--- src/rtl/alu_pkg.sv ---
// Shared ALU constants, FSM state type and flag helper.
// Imported by alu, rr_pick users and alu_arbiter.
package alu_pkg;

   localparam logic [1:0] OP_ADD = 2'd0;
   localparam logic [1:0] OP_SUB = 2'd1;
   localparam logic [1:0] OP_MUL = 2'd2;
   localparam logic [1:0] OP_DIV = 2'd3;

   localparam int FLG_ZERO  = 0;
   localparam int FLG_CARRY = 1;
   localparam int FLG_SIGN  = 2;
   localparam int FLG_PAR   = 3;
   localparam int FLG_OVF   = 4;

   typedef enum logic [1:0] {
      ST_IDLE = 2'd0,
      ST_EXEC = 2'd1,
      ST_RESP = 2'd2
   } state_t;

   function automatic logic [4:0] mk_flags(
      input logic [3:0] out,
      input logic       carry,
      input logic       ovf
   );
      logic [4:0] f;
      f            = '0;
      f[FLG_ZERO]  = ~|out;
      f[FLG_CARRY] = carry;
      f[FLG_SIGN]  = out[3];
      f[FLG_PAR]   = ~^out;
      f[FLG_OVF]   = ovf;
      return f;
   endfunction

endpackage

--- src/rtl/alu_arbiter_if.sv ---
// Request/response bundle between issue units and alu_arbiter.
// master: requester side; slave: arbiter side.
interface alu_arbiter_if #(
   parameter int NUM_REQ = 4
);
   logic [NUM_REQ-1:0]   req_valid;
   logic [NUM_REQ-1:0]   req_ready;
   logic [4*NUM_REQ-1:0] req_a;
   logic [4*NUM_REQ-1:0] req_b;
   logic [2*NUM_REQ-1:0] req_sel;
   logic                 resp_valid;
   logic                 resp_ready;
   logic [1:0]           resp_id;
   logic [3:0]           resp_out;
   logic [4:0]           resp_flags;
   logic                 resp_err;
   logic                 busy;

   modport master (
      output req_valid, req_a, req_b, req_sel, resp_ready,
      input  req_ready, resp_valid, resp_id, resp_out,
      input  resp_flags, resp_err, busy
   );

   modport slave (
      input  req_valid, req_a, req_b, req_sel, resp_ready,
      output req_ready, resp_valid, resp_id, resp_out,
      output resp_flags, resp_err, busy
   );
endinterface

--- src/rtl/alu.sv ---
// Existing 4-bit ALU: add/sub/mul with {ovf,par,sign,carry,zero}.
// Ports: i_a, i_b operands, i_sel op; o_out result, o_flags.
module alu
   import alu_pkg::*;
(
   input  logic [3:0] i_a,
   input  logic [3:0] i_b,
   input  logic [1:0] i_sel,
   output logic [3:0] o_out,
   output logic [4:0] o_flags
);

   logic [7:0] w_prod;
   logic [4:0] w_res;
   logic       w_ovf;

   assign w_prod = {4'b0, i_a} * {4'b0, i_b};

   always_comb begin
      w_res = '0;
      unique case (i_sel)
         OP_ADD:  w_res = {1'b0, i_a} + {1'b0, i_b};
         OP_SUB:  w_res = {1'b0, i_a} - {1'b0, i_b};
         OP_MUL:  w_res = w_prod[4:0];
         default: w_res = '0;
      endcase
   end

   // Overflow: operands share a sign bit and the result's differs.
   assign w_ovf = (i_a[3] ~^ i_b[3]) & (w_res[3] ^ i_a[3]);

   assign o_out   = w_res[3:0];
   assign o_flags = (i_sel == OP_DIV) ? 5'd0
                  : mk_flags(w_res[3:0], w_res[4], w_ovf);

endmodule

--- src/rtl/alu_arbiter_rr_pick.sv ---
// Combinational round-robin picker: first valid from i_ptr upward.
// Ports: i_valid, i_ptr in; o_grant index, o_any out.
module rr_pick #(
   parameter int NUM_REQ = 4
) (
   input  logic [NUM_REQ-1:0] i_valid,
   input  logic [1:0]         i_ptr,
   output logic [1:0]         o_grant,
   output logic               o_any
);

   logic [2*NUM_REQ-1:0] w_dbl;
   logic [2*NUM_REQ-1:0] w_rot;
   logic [2:0]           w_sum;

   // Rotate so bit k is requester (ptr+k) mod NUM_REQ.
   assign w_dbl = {i_valid, i_valid};
   assign w_rot = w_dbl >> i_ptr;

   always_comb begin
      w_sum = '0;
      o_any = 1'b0;
      for (int i = NUM_REQ - 1; i >= 0; i--) begin
         if (w_rot[i]) begin
            w_sum = {1'b0, i_ptr} + 3'(i);
            o_any = 1'b1;
         end
      end
      o_grant = (w_sum >= 3'(NUM_REQ))
              ? 2'(w_sum - 3'(NUM_REQ))
              : w_sum[1:0];
   end

endmodule

--- src/rtl/alu_arbiter.sv ---
// Round-robin share of one 4-bit ALU among NUM_REQ requesters.
// Ports: clk, reset (sync, high); bus = alu_arbiter_if.slave.
module alu_arbiter
   import alu_pkg::*;
#(
   parameter int NUM_REQ = 4
) (
   input  logic         clk,
   input  logic         reset,
   alu_arbiter_if.slave bus
);

   state_t             r_state;
   state_t             w_next;
   logic [1:0]         r_ptr;
   logic [1:0]         r_id;
   logic [1:0]         r_rid;
   logic [1:0]         r_sel;
   logic [3:0]         r_a;
   logic [3:0]         r_b;
   logic [3:0]         r_out;
   logic [4:0]         r_flags;
   logic               r_err;
   logic [1:0]         w_grant;
   logic               w_any;
   logic               w_take;
   logic               w_fire;
   logic [3:0]         w_ga;
   logic [3:0]         w_gb;
   logic [1:0]         w_gsel;
   logic [3:0]         w_alu_out;
   logic [4:0]         w_alu_flags;
   logic [3:0]         w_q;
   logic [2:0]         w_inc;
   logic [1:0]         w_ptr_nxt;
   logic [NUM_REQ-1:0] w_ready;

   rr_pick #(
      .NUM_REQ (NUM_REQ)
   ) u_pick (
      .i_valid (bus.req_valid),
      .i_ptr   (r_ptr),
      .o_grant (w_grant),
      .o_any   (w_any)
   );

   // Driven only from latched operands, stable across EXEC.
   alu u_alu (
      .i_a     (r_a),
      .i_b     (r_b),
      .i_sel   (r_sel),
      .o_out   (w_alu_out),
      .o_flags (w_alu_flags)
   );

   assign w_take = (r_state == ST_IDLE) && w_any;
   assign w_fire = (r_state == ST_RESP) && bus.resp_ready;
   assign w_q    = (r_b == 4'd0) ? 4'd0 : r_a / r_b;

   assign w_inc     = {1'b0, r_rid} + 3'd1;
   assign w_ptr_nxt = (w_inc >= 3'(NUM_REQ)) ? 2'd0 : w_inc[1:0];

   always_comb begin
      w_ga   = '0;
      w_gb   = '0;
      w_gsel = '0;
      for (int i = 0; i < NUM_REQ; i++) begin
         if (w_grant == 2'(i)) begin
            w_ga   = bus.req_a[4*i +: 4];
            w_gb   = bus.req_b[4*i +: 4];
            w_gsel = bus.req_sel[2*i +: 2];
         end
      end
   end

   always_comb begin
      w_ready = '0;
      if (w_take) begin
         for (int i = 0; i < NUM_REQ; i++) begin
            w_ready[i] = (w_grant == 2'(i));
         end
      end
   end

   always_comb begin
      w_next = r_state;
      unique case (r_state)
         ST_IDLE: if (w_any) w_next = ST_EXEC;
         ST_EXEC: w_next = ST_RESP;
         ST_RESP: if (bus.resp_ready) w_next = ST_IDLE;
         default: w_next = ST_IDLE;
      endcase
   end

   always_ff @(posedge clk) begin
      if (reset) begin
         r_state <= ST_IDLE;
         r_ptr   <= '0;
         r_id    <= '0;
         r_rid   <= '0;
         r_sel   <= '0;
         r_a     <= '0;
         r_b     <= '0;
         r_out   <= '0;
         r_flags <= '0;
         r_err   <= 1'b0;
      end else begin
         r_state <= w_next;
         if (w_take) begin
            r_a   <= w_ga;
            r_b   <= w_gb;
            r_sel <= w_gsel;
            r_id  <= w_grant;
         end
         if (r_state == ST_EXEC) begin
            r_rid <= r_id;
            if (r_sel == OP_DIV) begin
               r_out   <= w_q;
               r_err   <= (r_b == 4'd0);
               r_flags <= (r_b == 4'd0) ? 5'd0
                        : mk_flags(w_q, 1'b0, 1'b0);
            end else begin
               r_out   <= w_alu_out;
               r_flags <= w_alu_flags;
               r_err   <= 1'b0;
            end
         end
         if (w_fire) r_ptr <= w_ptr_nxt;
      end
   end

   assign bus.req_ready  = w_ready;
   assign bus.resp_valid = (r_state == ST_RESP);
   assign bus.busy       = (r_state != ST_IDLE);
   assign bus.resp_id    = r_rid;
   assign bus.resp_out   = r_out;
   assign bus.resp_flags = r_flags;
   assign bus.resp_err   = r_err;

endmodule

--- src/flat_wrapper.sv ---
// flat-port wrapper written by rule: the top's interface ports become plain ports
module alu_arbiter_flat import alu_pkg::*;
#(
   parameter int NUM_REQ = 4
)
  (clk, reset, bus_req_valid, bus_req_a, bus_req_b, bus_req_sel, bus_resp_ready, bus_req_ready, bus_resp_valid, bus_resp_id, bus_resp_out, bus_resp_flags, bus_resp_err, bus_busy);
  alu_arbiter_if #(.NUM_REQ(NUM_REQ)) bus_i ();
  input  logic clk;
  input  logic reset;
  input wire logic [$bits(bus_i.req_valid)-1:0] bus_req_valid;
  input wire logic [$bits(bus_i.req_a)-1:0] bus_req_a;
  input wire logic [$bits(bus_i.req_b)-1:0] bus_req_b;
  input wire logic [$bits(bus_i.req_sel)-1:0] bus_req_sel;
  input wire logic [$bits(bus_i.resp_ready)-1:0] bus_resp_ready;
  output wire logic [$bits(bus_i.req_ready)-1:0] bus_req_ready;
  output wire logic [$bits(bus_i.resp_valid)-1:0] bus_resp_valid;
  output wire logic [$bits(bus_i.resp_id)-1:0] bus_resp_id;
  output wire logic [$bits(bus_i.resp_out)-1:0] bus_resp_out;
  output wire logic [$bits(bus_i.resp_flags)-1:0] bus_resp_flags;
  output wire logic [$bits(bus_i.resp_err)-1:0] bus_resp_err;
  output wire logic [$bits(bus_i.busy)-1:0] bus_busy;
  assign bus_i.req_valid = bus_req_valid;
  assign bus_i.req_a = bus_req_a;
  assign bus_i.req_b = bus_req_b;
  assign bus_i.req_sel = bus_req_sel;
  assign bus_i.resp_ready = bus_resp_ready;
  assign bus_req_ready = bus_i.req_ready;
  assign bus_resp_valid = bus_i.resp_valid;
  assign bus_resp_id = bus_i.resp_id;
  assign bus_resp_out = bus_i.resp_out;
  assign bus_resp_flags = bus_i.resp_flags;
  assign bus_resp_err = bus_i.resp_err;
  assign bus_busy = bus_i.busy;
  alu_arbiter #(.NUM_REQ(NUM_REQ)) u_core (.clk(clk), .reset(reset), .bus(bus_i));
endmodule
--- config.mk ---
export PLATFORM = sky130hd
export DESIGN_NAME = alu_arbiter_flat
export DESIGN_NICKNAME = d
export VERILOG_FILES = /design/src/rtl/alu_pkg.sv /design/src/rtl/alu_arbiter_if.sv /design/src/rtl/alu.sv /design/src/rtl/alu_arbiter_rr_pick.sv /design/src/rtl/alu_arbiter.sv /design/src/flat_wrapper.sv
export SDC_FILE = /design/constraint.sdc
export NUM_CORES = 1
export LEC_CHECK = 0
export CELL_PAD_IN_SITES_DETAIL_PLACEMENT = 1
export CELL_PAD_IN_SITES_GLOBAL_PLACEMENT = 2
export CORE_ASPECT_RATIO = 1.2
export CORE_MARGIN = 2
export CORE_UTILIZATION = 28
export CTS_CLUSTER_DIAMETER = 30
export DETAILED_ROUTE_END_ITERATION = 7
export PLACE_DENSITY = 0.8
export SKIP_LAST_GASP = 1
export SLEW_MARGIN = 5
export SYNTH_ARGS = -nofsm -noshare
export SYNTH_HDL_FRONTEND = slang
export SYNTH_HIERARCHICAL = 1
export SYNTH_SLANG_ARGS = --single-unit
--- constraint.sdc ---
create_clock -name clk -period 6.85 [get_ports clk]
set_input_delay 0.685 -clock clk [delete_from_list [all_inputs] [get_ports clk]]
set_output_delay 0.685 -clock clk [all_outputs]
set_load 0.05 [all_outputs]
==> flow_metrics.env <==
export IMPL_status="complete, no violations"
export IMPL_start_kind="flip-flop"
export IMPL_io_pins=65
export IMPL_syn_nets=375
export IMPL_cts_tree="built"
export IMPL_antennaDiodeCount=0
export IMPL_finClkSkew_ns=0.00971
export IMPL_start_util=0.288
export IMPL_clock_path_buffers=2
export IMPL_grt_overflow=0
export IMPL_synth_avg_cell_area_um2=8.29
export IMPL_syn_inst=297
export IMPL_power_density_nw_per_um2=255
export IMPL_clock_sinks=28
export IMPL_worstPathRequired_ns=6.98
export IMPL_critPathMostFrequentCell="ha_1"
export IMPL_end_kind="flip-flop"
export IMPL_root_buffer="clkbuf_8"
export IMPL_hold_violations=0
export IMPL_grt_pass1_vias=2440
export IMPL_die_width_um=89.6
export IMPL_ys_flop_type="dfxtp_1"
export IMPL_r2r_start="u_core/r_b[0]$_SDFFE_PP0P_"
export IMPL_gr_max_usage_layer="met2"
export IMPL_via_count=2289
export IMPL_htree_levels=1
export IMPL_hpwlAfterDp_um=5470
export IMPL_critical_path_max_stage_delay_ns=0.73
export IMPL_track_usage=0.144
export IMPL_vias_per_cell=4.85
export IMPL_slowest_stage="a211oi_1"
export IMPL_hold_ws_ns=0.465
export IMPL_path_cells="inv_1 -> ha_1 -> and2_1 -> nor2_1 -> ha_1 -> o21a_1 -> o21a_1 -> mux2_2 -> inv_1 -> ha_1 -> o21ai_0 -> a211oi_1 -> mux2_2 -> ha_1 -> nand2_1 -> o21a_1 -> a21o_1 -> ha_1 -> xnor2_1 -> a222oi_1 -> nor2_1"
export IMPL_synth_area_um2=2460
export IMPL_clock_latency_ns=0.28
export IMPL_crit_type="reg2reg"
export IMPL_synthToLayoutAreaGrowth_pct=33.5
export IMPL_p_leak_nw=1.30
export IMPL_post_route_period_util=0.800
export IMPL_wl_per_cell_um=14.0
export IMPL_synth_cell_types=48
export IMPL_gp_congestion=0.778
export IMPL_grt_use_met2=0.250
export IMPL_worstPathMaxFanout=14
export IMPL_grt_antenna_before_repair=0
export IMPL_use_met3=0.0154
export IMPL_max_slew_margin_rel=0.283
export IMPL_cts_buffers=3
export IMPL_cts_resized_gates=0
export IMPL_fmax_mhz=182
export IMPL_post_cts_repair_setup_buffers=0
export IMPL_core_area_um2=8560
export IMPL_cts_clk_slew_worst_paths_ns=0.11
export IMPL_post_route_drc_count=0
export IMPL_die_height_um=107
export IMPL_yosysSeqAreaShare=0.228
export IMPL_setup_viol=0
export IMPL_r2r_cells=21
export IMPL_hold_start="u_core/r_id[0]$_SDFFE_PP0P_"
export IMPL_drt_wl_total_um=6590
export IMPL_yosysWarningCount=6
export IMPL_port_buffers=64
export IMPL_rows=37
export IMPL_tightest_slew_ns=1.07
export IMPL_regToRegSetupSlack_ns=1.37
export IMPL_postCtsHoldBufs=0
export IMPL_worst_hold_path_endpoint="u_core/bus.resp_id[0]$_SDFFE_PP0N_"
export IMPL_grt_pass1_wl_um=11100
export IMPL_r2r_end="u_core/bus.resp_flags[3]$_SDFFE_PP0N_"
export IMPL_design_die_area_um2=9570
export IMPL_ys_ff_latch=28
export IMPL_worstPathArrival_ns=5.62
export IMPL_drive_gt1_frac=0.0761
export IMPL_max_cap_viol_count=0
export IMPL_ir_drop_uv=97.2
export IMPL_worst_slack_ns=1.37
export IMPL_nNetsFinal=434
export IMPL_synth_async_reset_ratio=0
export IMPL_antenna_left=0
export IMPL_drt_iter0_drc=84
export IMPL_finalSetupTns_ns=0
export IMPL_synth_edf_count=0
export IMPL_grt_max_degree=30
export IMPL_hp_class="reg2reg"
export IMPL_hold_depth=2
export IMPL_dp_slack_ns=1.34
export IMPL_drv_slew=0
export IMPL_period_minus_slack_ns=5.48
export IMPL_grt_setup_unrepaired="false"
export IMPL_met1_usage=0.190
export IMPL_drt_pre_antenna_iters=4
-- per-layer routing --
layer | share of wire | wire, µm
met1 | 0.44 | 2930
met2 | 0.50 | 3300
met3 | 0.049 | 320
met4 | 0.0067 | 44
met5 | 0 | 0
-- layout by cell type (no fill, tap or decap), types with 2 or more instances in the layout --
cell and instances:
clkdlybuf4s50_1 64, inv_2 2, mux4_2 10, o21ai_0 3
nor2_1 25, a21oi_1 34, a22oi_1 4, o21ai_1 2
clkbuf_8 3, nor3b_1 4, a211oi_1 3, xnor2_1 6
ha_1 27, o21a_1 5, dfxtp_1 28, and2_1 7
xor2_1 4, nand2b_1 6, a21o_1 2, nand3_1 3
a222oi_1 3, nor3_1 5, nor2b_1 5, inv_1 24
fa_1 4, o211ai_1 2, mux2_2 3, nand2_1 46
-- cell usage after synthesis, drive strengths merged, types with 6 or more instances --
library cell / instances / share of area
mux4: 10 / 0.091
dfxtp: 28 / 0.23
ha: 27 / 0.14
nand2: 47 / 0.073
xnor2: 7 / 0.028
and2: 7 / 0.018
nand2b: 6 / 0.015
clkbuf: 8 / 0.013
inv: 26 / 0.040
a21oi: 35 / 0.071
nor2: 25 / 0.038
-- sequential cells by signal, summed over array words and instances, names as in the netlist, 4 cells and up --
register               count
u_core/r_b                 4
u_core/bus.resp_out        4
u_core/r_a                 4
u_core/bus.resp_flags      5
-- worst max-delay path by stage --
stage / startpoint / to / slack [ns] / cells after the start
floorplan: u_core/r_b[0]$_SDFFE_PP0P_ / u_core/bus.resp_flags[3]$_SDFFE_PP0N_ / 2.07 / 21
global placement: u_core/r_b[0]$_SDFFE_PP0P_ / u_core/bus.resp_flags[3]$_SDFFE_PP0N_ / 1.64 / 21
global route: u_core/r_b[0]$_SDFFE_PP0P_ / u_core/bus.resp_flags[3]$_SDFFE_PP0N_ / 1.0 / 21
finish: u_core/r_b[0]$_SDFFE_PP0P_ / u_core/bus.resp_flags[3]$_SDFFE_PP0N_ / 1.37 / 21
detailed placement: u_core/r_b[0]$_SDFFE_PP0P_ / u_core/bus.resp_flags[3]$_SDFFE_PP0N_ / 1.34 / 21
CTS: u_core/r_b[0]$_SDFFE_PP0P_ / u_core/bus.resp_flags[3]$_SDFFE_PP0N_ / 1.36 / 21
-- final cells by class --
cell class | count | area (µm²)
fill | 1036 | 5280
clock buffer | 3 | 41.3
tap | 117 | 146
inverter | 26 | 97.6
clock inverter | 1 | 30.0
sequential | 28 | 561
multi-input combinational | 232 | 1760
timing repair buffer | 65 | 648
-- cells by family (layout without fill, tap and decap cells) --
group,count (synthesis),after routing,synth area share
AO/OA/AOI/OAI,67,67,0.176
multiplexers,14,14,0.109
flip-flops,28,28,0.228
XOR/XNOR,12,12,0.0513
AND/OR/NAND/NOR,108,108,0.208
adder cells (fa/ha/maj),31,31,0.170
buffers and inverters,37,95,0.0579
-- stage by stage --
stage	instance area, µm²	utilization	total power, mW	std cells
2_1_floorplan	2460	-	0.578	297
3_3_place_gp	3220	0.376	0.703	468
3_5_place_dp	3220	0.376	0.718	468
4_1_cts	3290	0.384	0.853	472
5_1_grt	3290	0.384	0.914	472
6_report	3290	0.384	0.839	472
-- power breakdown --
part | internal (mW) | leakage [nW] | switching [mW]
logic | 0.228 | 1.04 | 0.267
clock network | 0.0783 | 0.0357 | 0.0539
registers | 0.182 | 0.229 | 0.0299
total | 0.489 | 1.30 | 0.351
-- worst max-delay path, delay by kind of cell, from the launching register on --
family	cells	cell delay, ns
simple gates	4	0.33
mux	2	0.67
compound gates	7	1.88
buf+inv	2	0.23
flops	1	0.62
fa+ha+maj	5	1.50
xor+xnor	1	0.13
Note: power is estimated with default switching activity, not from simulation.
